$ cat src/rtl/dac_tx.sv
`timescale 1ns/1ps
`default_nettype none
// ============================================================================
//  Module   : dac_tx
//  Purpose  : Serial transmitter to an SPI-style DAC. Buffers 8-bit samples in
//             a small FIFO and sends each one as a 16-bit frame
//             {CTRL, sample, 4'b0000}, MSB first, framed by dac_cs_n.
//  Options  : DAC_LDAC_EN - adds dac_ldac_n, a 2-half-tick low pulse issued
//             after the inter-frame gap.
//  Revision : 1.0 - initial release
// ============================================================================
module dac_tx #(
    parameter int         CLK_DIV    = 16,
    parameter int         FIFO_DEPTH = 4,
    parameter logic [3:0] CTRL       = 4'b0011,
    parameter int         GAP_HT     = 4
) (
    input  logic       osc_clk,
    input  logic       reset_n,
    input  logic       in_valid,
    input  logic [7:0] in_data,
    output logic       in_ready,
    output logic       dac_sclk,
    output logic       dac_cs_n,
    output logic       dac_din,
    output logic       frame_done,
`ifdef DAC_LDAC_EN
    output logic       dac_ldac_n,
`endif
    output logic       busy
);

    localparam int DIV_W = (CLK_DIV > 1) ? $clog2(CLK_DIV) : 1;
    localparam int PTR_W = (FIFO_DEPTH > 1) ? $clog2(FIFO_DEPTH) : 1;
    localparam int CNT_W = PTR_W + 1;
    localparam int GAP_W = (GAP_HT > 1) ? $clog2(GAP_HT) : 1;

    // SETUP is the one half-tick between cs_n falling and the first sclk rise.
    typedef enum logic [2:0] {
        ST_IDLE  = 3'd0,
        ST_SETUP = 3'd1,
        ST_SHIFT = 3'd2,
        ST_GAP   = 3'd3,
        ST_LDAC  = 3'd4
    } state_t;

    // ------------------------------------------------------------------
    // Half-period divider
    // ------------------------------------------------------------------
    logic [DIV_W-1:0] div_cnt_q;
    logic             half_tick;

    assign half_tick = (div_cnt_q == DIV_W'(CLK_DIV - 1));

    // Free-running divider; wraps every CLK_DIV cycles.
    always_ff @(posedge osc_clk or negedge reset_n) begin
        if (!reset_n)       div_cnt_q <= '0;
        else if (half_tick) div_cnt_q <= '0;
        else                div_cnt_q <= div_cnt_q + DIV_W'(1);
    end

    // ------------------------------------------------------------------
    // Sample FIFO
    // ------------------------------------------------------------------
    logic [7:0]       mem_q [FIFO_DEPTH];
    logic [PTR_W-1:0] wr_ptr_q, rd_ptr_q;
    logic [CNT_W-1:0] count_q;
    logic             full, empty, push, pop;
    state_t           state_q, state_d;

    assign full     = (count_q == CNT_W'(FIFO_DEPTH));
    assign empty    = (count_q == '0);
    assign in_ready = !full;
    assign push     = in_valid && !full;
    assign pop      = half_tick && (state_q == ST_IDLE) && !empty;

    // Storage needs no reset; validity is tracked by the pointers and count.
    always_ff @(posedge osc_clk) begin
        if (push) mem_q[wr_ptr_q] <= in_data;
    end

    // Pointer and occupancy tracking; simultaneous push and pop keep count.
    always_ff @(posedge osc_clk or negedge reset_n) begin
        if (!reset_n) begin
            wr_ptr_q <= '0;
            rd_ptr_q <= '0;
            count_q  <= '0;
        end else begin
            if (push) wr_ptr_q <= wr_ptr_q + PTR_W'(1);
            if (pop)  rd_ptr_q <= rd_ptr_q + PTR_W'(1);
            if (push && !pop)      count_q <= count_q + CNT_W'(1);
            else if (pop && !push) count_q <= count_q - CNT_W'(1);
        end
    end

    // ------------------------------------------------------------------
    // Frame sequencer
    // ------------------------------------------------------------------
    logic        sclk_q, sclk_d;
    logic        cs_n_q, cs_n_d;
    logic        din_q, din_d;
    logic        fd_q, fd_d;
    logic [14:0] shreg_q, shreg_d;   // bits still to send after the current one
    logic [3:0]  bit_cnt_q, bit_cnt_d;
    logic [GAP_W-1:0] gap_cnt_q, gap_cnt_d;
    logic [15:0] frame_w;
`ifdef DAC_LDAC_EN
    logic        ldac_n_q, ldac_n_d;
`endif

    assign frame_w = {CTRL, mem_q[rd_ptr_q], 4'b0000};

    // State and output registers.
    always_ff @(posedge osc_clk or negedge reset_n) begin
        if (!reset_n) begin
            state_q   <= ST_IDLE;
            sclk_q    <= 1'b0;
            cs_n_q    <= 1'b1;
            din_q     <= 1'b0;
            fd_q      <= 1'b0;
            shreg_q   <= '0;
            bit_cnt_q <= '0;
            gap_cnt_q <= '0;
`ifdef DAC_LDAC_EN
            ldac_n_q  <= 1'b1;
`endif
        end else begin
            state_q   <= state_d;
            sclk_q    <= sclk_d;
            cs_n_q    <= cs_n_d;
            din_q     <= din_d;
            fd_q      <= fd_d;
            shreg_q   <= shreg_d;
            bit_cnt_q <= bit_cnt_d;
            gap_cnt_q <= gap_cnt_d;
`ifdef DAC_LDAC_EN
            ldac_n_q  <= ldac_n_d;
`endif
        end
    end

    // Next-state logic; everything advances only on a half-tick.
    always_comb begin
        state_d   = state_q;
        sclk_d    = sclk_q;
        cs_n_d    = cs_n_q;
        din_d     = din_q;
        fd_d      = 1'b0;
        shreg_d   = shreg_q;
        bit_cnt_d = bit_cnt_q;
        gap_cnt_d = gap_cnt_q;
`ifdef DAC_LDAC_EN
        ldac_n_d  = ldac_n_q;
`endif
        if (half_tick) begin
            case (state_q)
                ST_IDLE: begin
                    if (!empty) begin
                        shreg_d   = frame_w[14:0];
                        din_d     = frame_w[15];
                        cs_n_d    = 1'b0;
                        bit_cnt_d = '0;
                        state_d   = ST_SETUP;
                    end
                end
                ST_SETUP: state_d = ST_SHIFT;
                ST_SHIFT: begin
                    if (!sclk_q) begin
                        sclk_d = 1'b1;
                    end else begin
                        sclk_d = 1'b0;
                        if (bit_cnt_q != 4'd15) begin
                            din_d     = shreg_q[14];
                            shreg_d   = {shreg_q[13:0], 1'b0};
                            bit_cnt_d = bit_cnt_q + 4'd1;
                        end else begin
                            cs_n_d    = 1'b1;
                            din_d     = 1'b0;
                            fd_d      = 1'b1;
                            gap_cnt_d = '0;
                            state_d   = ST_GAP;
                        end
                    end
                end
                ST_GAP: begin
                    if (gap_cnt_q == GAP_W'(GAP_HT - 1)) begin
                        gap_cnt_d = '0;
`ifdef DAC_LDAC_EN
                        ldac_n_d  = 1'b0;
                        state_d   = ST_LDAC;
`else
                        state_d   = ST_IDLE;
`endif
                    end else begin
                        gap_cnt_d = gap_cnt_q + GAP_W'(1);
                    end
                end
`ifdef DAC_LDAC_EN
                ST_LDAC: begin
                    if (gap_cnt_q == GAP_W'(1)) begin
                        ldac_n_d = 1'b1;
                        state_d  = ST_IDLE;
                    end else begin
                        gap_cnt_d = gap_cnt_q + GAP_W'(1);
                    end
                end
`endif
                default: state_d = ST_IDLE;
            endcase
        end
    end

    assign dac_sclk   = sclk_q;
    assign dac_cs_n   = cs_n_q;
    assign dac_din    = din_q;
    assign frame_done = fd_q;
    assign busy       = (state_q != ST_IDLE) || !empty;
`ifdef DAC_LDAC_EN
    assign dac_ldac_n = ldac_n_q;
`endif

endmodule
`default_nettype wire

$ cat config.mk
export PLATFORM = sky130hd
export DESIGN_NAME = dac_tx
export DESIGN_NICKNAME = d
export VERILOG_FILES = /design/src/rtl/dac_tx.sv
export SDC_FILE = /design/constraint.sdc
export NUM_CORES = 1
export LEC_CHECK = 0
export BUFFER_PORTS_ARGS = -buffer_cell sky130_fd_sc_hd__buf_2
export CAP_MARGIN = 20
export CORE_MARGIN = 5
export CORE_UTILIZATION = 50
export DETAILED_ROUTE_END_ITERATION = 7
export PLACE_DENSITY = 0.71
export SYNTH_ARGS = -nofsm -noshare
export SYNTH_HDL_FRONTEND = slang
export SYNTH_SLANG_ARGS = --single-unit
$ cat constraint.sdc
create_clock -name osc_clk -period 3 [get_ports osc_clk]
set_input_delay 0.3 -clock osc_clk [delete_from_list [all_inputs] [get_ports osc_clk]]
set_output_delay 0.3 -clock osc_clk [all_outputs]
set_load 0.05 [all_outputs]
* Yosys cells after proc, flatten, opt, wreduce, memory -nomap -nowiden
Memory sizes are Yosys's and may differ from the RTL's.
Index checks and enable logic that the tools add are counted.
** Word-level totals
- Flip-flop bits (word level) :: 39
- Output and inout bits :: 6
- Memories kept :: 1
- Memory bits (writable) :: 32
** Cells by class
- Muxes and demuxes :: 34
- Add/subtract/negate cells :: 7
- Equality and inequality tests :: 12
- Reduce and logical (&&, ||, !) cells :: 22
** Memories
- mem_q :: words 4, bits a word 8, rd ports 1, clocked after Yosys merged registers in 0, wr ports 1, RTL line 65 : logic [7:0] mem_q [FIFO_DEPTH];
** Operator list (count)
- 15-bit two-way mux :: 3
- 15-bit one-hot mux with 2 select lines :: 1
- 3-bit two-way mux :: 6
- 4-bit two-way mux :: 4
- 5-bit AND reduction :: 3
- 1-bit two-way mux :: 12
- 3-bit one-hot mux with 4 select lines :: 1
- 2-bit inequality test, second input constant :: 5
- 4-bit by 1-bit adder with 4-bit output, second input constant :: 2
- 4-bit one-hot mux with 2 select lines :: 1
- 4-bit AND reduction :: 2
- 2-bit by 1-bit adder with 2-bit output, second input constant :: 3
- 3-bit by 2-bit equality test with 1-bit output, second input constant :: 2
- 3-bit zero test :: 2
- 2-bit two-way mux :: 3
- 2-bit nonzero test :: 3
- 1-bit logical AND :: 5
- 4-bit equality test, second input constant :: 1
- 1-bit zero test :: 4
- 4-bit inequality test, second input constant :: 1
- 1-bit one-hot mux with 2 select lines :: 2
- 2-bit one-hot mux with 2 select lines :: 1
- 3-bit by 1-bit adder with 3-bit output, second input constant :: 1
- 3-bit by 1-bit equality test with 1-bit output, second input constant :: 1
- 6 further kinds :: 6

* Depth between registers and ports, before layout
- Word-level depth :: 7
- Depth in mapped cells :: 10
- Gate-level depth less buffers :: 9

* Worst setup path before layout
No wires, ideal clock.
- Kind :: reg-to-reg
- Start :: reg count_q[0]
- End :: reg count_q[1]
- Library setup time :: 0.125 ns
- Path slack :: 0.699 ns
- Path buffers :: 0
- Data arrival time :: 2.176 ns
- Clock period less this slack :: 2.301 ns
- Stages on the path, launching flop included :: 8
- Cells stage by stage :: dfrtp_1 > nor2_1 > nand2_1 > and2_0 > ha_1 > inv_1 > fa_1 > mux2_2
** Between the ends
- Word-level cells in the longest chain between the ends :: 6
** Ends and longest elaborated chain
- start: declaration :: RTL line 67 : logic [CNT_W-1:0] count_q;
- start signal: assignment :: RTL line 91 : if (push && !pop) count_q <= count_q + CNT_W'(1);
- start signal: assignment :: RTL line 92 : else if (pop && !push) count_q <= count_q - CNT_W'(1);
- 3-bit equality test (*) :: RTL line 71 : assign full = (count_q == CNT_W'(FIFO_DEPTH));
- 1-bit zero test (*)
- named net in_ready :: RTL line 22 : output logic in_ready,
- 1-bit logical AND (*) :: RTL line 74 : assign push = in_valid && !full;
- named net push :: RTL line 68 : logic full, empty, push, pop;
- 1-bit zero test :: RTL line 92
- 1-bit logical AND :: RTL line 92
- 2-bit nonzero test (no line)
The timed path passes the listed nets; every way through them passes the cells marked *. The select of a mux whose other input is x is not followed.
A chain may end at the register's enable or synchronous reset.

* Worst setup path after layout
- Start :: reg div_cnt_q[0]
- End :: reg count_q[1]
** Between the ends
- Word-level cells in the longest chain between the ends :: 6
** Ends and longest elaborated chain
- start: declaration :: RTL line 50 : logic [DIV_W-1:0] div_cnt_q;
- start signal: assignment :: RTL line 59 : else div_cnt_q <= div_cnt_q + DIV_W'(1);
- 4-bit equality test (*) :: RTL line 53 : assign half_tick = (div_cnt_q == DIV_W'(CLK_DIV - 1));
- 1-bit logical AND (*) (2 in series) :: RTL line 75 : assign pop = half_tick && (state_q == ST_IDLE) && !empty;
- 1-bit zero test :: RTL line 91
- 1-bit logical AND :: RTL line 91
- 3-bit two-way mux / 2-bit nonzero test (equally long branches)
Every way passes the cells marked *; elsewhere a longest branch is shown, timed or not.

==> flow_metrics.env <==
export IMPL_combinational_family_with_the_most_area_after_synthesis="multiplexers"
export IMPL_synthToLayoutAreaGrowth_pct=12.6
export IMPL_synth_top_flop_cell="dfrtp_1"
export IMPL_p_per_area_mw_per_mm2=895
export IMPL_finish_net_count=245
export IMPL_critPathMaxStageDelay_ns=0.40
export IMPL_cp_arrival_ns=2.50
export IMPL_dieWidth_um=86.2
export IMPL_worst_slew_margin_rel=0.490
export IMPL_path_buf_inv=1
export IMPL_cell_internal_pwr_uw=2060
export IMPL_cts_max_path_buffers=2
export IMPL_ys_types=41
export IMPL_cts_root_buffer_cell="clkbuf_8"
export IMPL_totalNegativeSetupSlack_ns=0
export IMPL_worst_path_max_delay_cell="fa_1"
export IMPL_boundary_pin_count=17
export IMPL_drt_first_pass_iters=4
export IMPL_max_freq_ghz=0.438
export IMPL_critical_path_cell_chain="ha_1 > and3_1 > nand3_1 > ha_1 > inv_1 > fa_1 > mux2_2"
export IMPL_finalClockSkew_ns=0.00599
export IMPL_post_cts_buffers=0
export IMPL_power_switching_uw=873
export IMPL_synth_warning_count=0
export IMPL_cts_hold_buffers=0
export IMPL_max_cap_violations=0
export IMPL_pre_cts_slack_ns=0.729
export IMPL_ir_worst_vdd_mv=0.594
export IMPL_hpwl_um=3260
export IMPL_criticalPathCategory="reg2reg"
export IMPL_tritoncts_clock_tree="done"
export IMPL_numClockSinks=66
export IMPL_synth_compound_gate_area_share=0.0818
export IMPL_worst_skew_pair_late_latency_ns=0.33
export IMPL_synth_simple_area_share=0.0870
export IMPL_clk_transition_reported_paths_ns=0.07
export IMPL_synth_sequential_area_ratio=0.624
export IMPL_port_buffers=16
export IMPL_gpl_final_weighted_congestion=0.718
export IMPL_ctsResizeCount=0
export IMPL_min_period_over_period=0.761
export IMPL_pwr_share_seq=0.459
export IMPL_drt_iter0_drc=90
export IMPL_endpoint_kind="flip-flop"
export IMPL_report_final_setup_viol=0
export IMPL_synthArstFlopShare=0.515
export IMPL_grt_util_all_layers=0.147
export IMPL_critical_path_top_delay_family="adder cells"
export IMPL_route_vias_total=1659
export IMPL_area_share_of_xor_xnor_cells_in_the_synthesized_design=0.0241
export IMPL_globalRoute_totalOverflow=0
export IMPL_syn_instance_count=201
export IMPL_status="completed"
export IMPL_antenna_found_initial=0
export IMPL_tritoncts_num_buffers=9
export IMPL_postLayoutSetupSlackWorst_ns=0.716
export IMPL_core_area_mm2=0.00557
export IMPL_clock_power_share=0.304
export IMPL_finalWorstPathRequiredPeriod_ns=2.28
export IMPL_final_cell_count_no_fill=299
export IMPL_timing_critical_path_mode_cell="ha_1"
export IMPL_placed_cells=283
export IMPL_routed_wl_um=4800
export IMPL_grt_max_degree=35
export IMPL_standby_leakage_power_uw=0.00134
export IMPL_total_of_flip_flops_plus_latches_after_synthesis=66
export IMPL_mappedNetlistArea_mm2=0.00291
export IMPL_number_of_flops_mapped_to_enable_cells_by_yosys=32
export IMPL_first_global_vias=1742
export IMPL_worst_pin_slew_ns=0.766
export IMPL_wire_length_of_the_first_global_routing_pass_um=8340
export IMPL_rsz0062_at_grt="no"
export IMPL_worstPathMaxFanout=9
export IMPL_remaining_drc_errors=0
export IMPL_die_height_um=86.2
export IMPL_ctsHtreeMaxLevel=3
export IMPL_hold_path_class="in2async"
export IMPL_report_final_hold_viol_count=0
export IMPL_fp_row_count=27
export IMPL_finalMaxSlewViolations=0
export IMPL_antennaDiodeCount=0
export IMPL_full_die_area_mm2=0.00744
export IMPL_detail_route_wl_per_cell_um=16.0
export IMPL_crit_path_start_kind="flip-flop"
export IMPL_combPwrFrac=0.236
export IMPL_post_synthesis_average_cell_area_um2=14.5
export IMPL_drt_vias_per_instance=5.55
export IMPL_synth_area_mux_share=0.0977
export IMPL_netSwitchingFraction=0.298
export IMPL_post_route_cells_drive_above_1_share=0.216
export IMPL_route_antenna_remaining_nets=0
export IMPL_starting_density_of_the_core=0.521
export IMPL_worst_ep_required_time_ns=3.22
export IMPL_synth_net_count=224
export IMPL_synth_fa_ha_area_frac=0.0542
## power by group through the flow
stage | Clock, uW | Sequential [uW] | Combinational [uW]
detailed placement | 0 | 1370 | 699
CTS | 915 | 1350 | 704
global route | 952 | 1380 | 772
global placement | 0 | 1350 | 682
finish | 891 | 1350 | 691
floorplan | 0 | 1300 | 604
## cell usage after synthesis, drive strengths merged (2+ instances only)
| library cell | n | share of area |
|---|---|---|
| a21o | 2 | 0.0052 |
| a21oi | 17 | 0.029 |
| a22o | 3 | 0.0090 |
| and2 | 5 | 0.012 |
| and3 | 6 | 0.013 |
| buf | 6 | 0.019 |
| clkbuf | 2 | 0.0026 |
| dfrtp | 33 | 0.28 |
| edfxtp | 32 | 0.33 |
| ha | 11 | 0.047 |
| inv | 8 | 0.010 |
| mux2 | 3 | 0.012 |
| mux2i | 7 | 0.024 |
| mux4 | 8 | 0.062 |
| nand2 | 7 | 0.0099 |
| nand3 | 7 | 0.012 |
| nand4 | 3 | 0.0065 |
| nor2 | 6 | 0.0077 |
| nor3 | 4 | 0.0069 |
| o211ai | 2 | 0.0052 |
| o21ai | 7 | 0.012 |
| o22a | 2 | 0.0060 |
| xnor2 | 5 | 0.015 |
| xor2 | 3 | 0.0090 |
## worst paths after layout
check / startpoint / endpoint / slack, ns / cells past startpoint
hold reg to reg: dac_cs_n / dac_cs_n / 0.46 / 2
max in group asynchronous: reset_n / dac_din / 2.47 / 1
setup / recovery: div_cnt_q[0] / count_q[1] / 0.72 / 7
hold / removal: reset_n / div_cnt_q[0] / 0.04 / 1
min in group osc_clk: in_data[5] / mem_q[3][5] / 0.18 / 1
setup reg to reg: div_cnt_q[0] / count_q[1] / 0.72 / 7
## flip-flops by register name, summed over array words and instances, names as in the netlist
register,cells
mem_q,32
shreg_q,11
bit_cnt_q,4
div_cnt_q,4
count_q,3
gap_cnt_q,2
rd_ptr_q,2
state_q,2
wr_ptr_q,2
dac_cs_n,1
dac_din,1
dac_sclk,1
frame_done,1
## kinds of logic after synthesis
group / after synthesis
adder cells (fa/ha/maj): 12
AO/OA/AOI/OAI: 38
AND/OR/NAND/NOR: 43
buffers and inverters: 16
multiplexers: 18
XOR/XNOR: 8
flip-flops: 66
## layer usage
metal | routed length [um] | global-route usage
met1 | 2200 | 0.192
met2 | 2340 | 0.232
met3 | 201 | 0.0447
met4 | 50 | 0.0552
met5 | 0 | 0
## area by class of cell
| type | instances | area [um^2] |
|---|---|---|
| inverter | 8 | 30.0 |
| clock inverter | 6 | 115 |
| clock buffer | 10 | 128 |
| tap | 72 | 90.1 |
| multi-input combinational | 119 | 1000 |
| fill | 448 | 2300 |
| sequential | 66 | 1810 |
| timing repair buffer | 18 | 95.1 |
## cell usage in the layout, fill, tap and decap left out, types with 7 or more instances in the layout
| master | Yosys | final |
|---|---|---|
| nand3_1 | 7 | 7 |
| buf_2 | 1 | 16 |
| clkbuf_8 | 0 | 9 |
| o21ai_0 | 7 | 7 |
| inv_1 | 8 | 8 |
| dfrtp_1 | 33 | 33 |
| ha_1 | 11 | 11 |
| edfxtp_1 | 32 | 32 |
| mux2i_1 | 7 | 7 |
| a21oi_1 | 17 | 17 |
| mux4_2 | 8 | 8 |
## stage by stage
| step | hold WS, ns | total power [uW] | area (um^2) | util |
|---|---|---|---|---|
| 2_1_floorplan | 0.00441 | 1910 | 2910 | - |
| 3_3_place_gp | 0.414 | 2030 | 3030 | 0.544 |
| 3_5_place_dp | 0.420 | 2060 | 3030 | 0.544 |
| 4_1_cts | 0.0562 | 2970 | 3270 | 0.587 |
| 5_1_grt | 0.110 | 3100 | 3270 | 0.587 |
| 6_report | 0.0440 | 2930 | 3270 | 0.587 |
(Power assumes the default switching activity.)
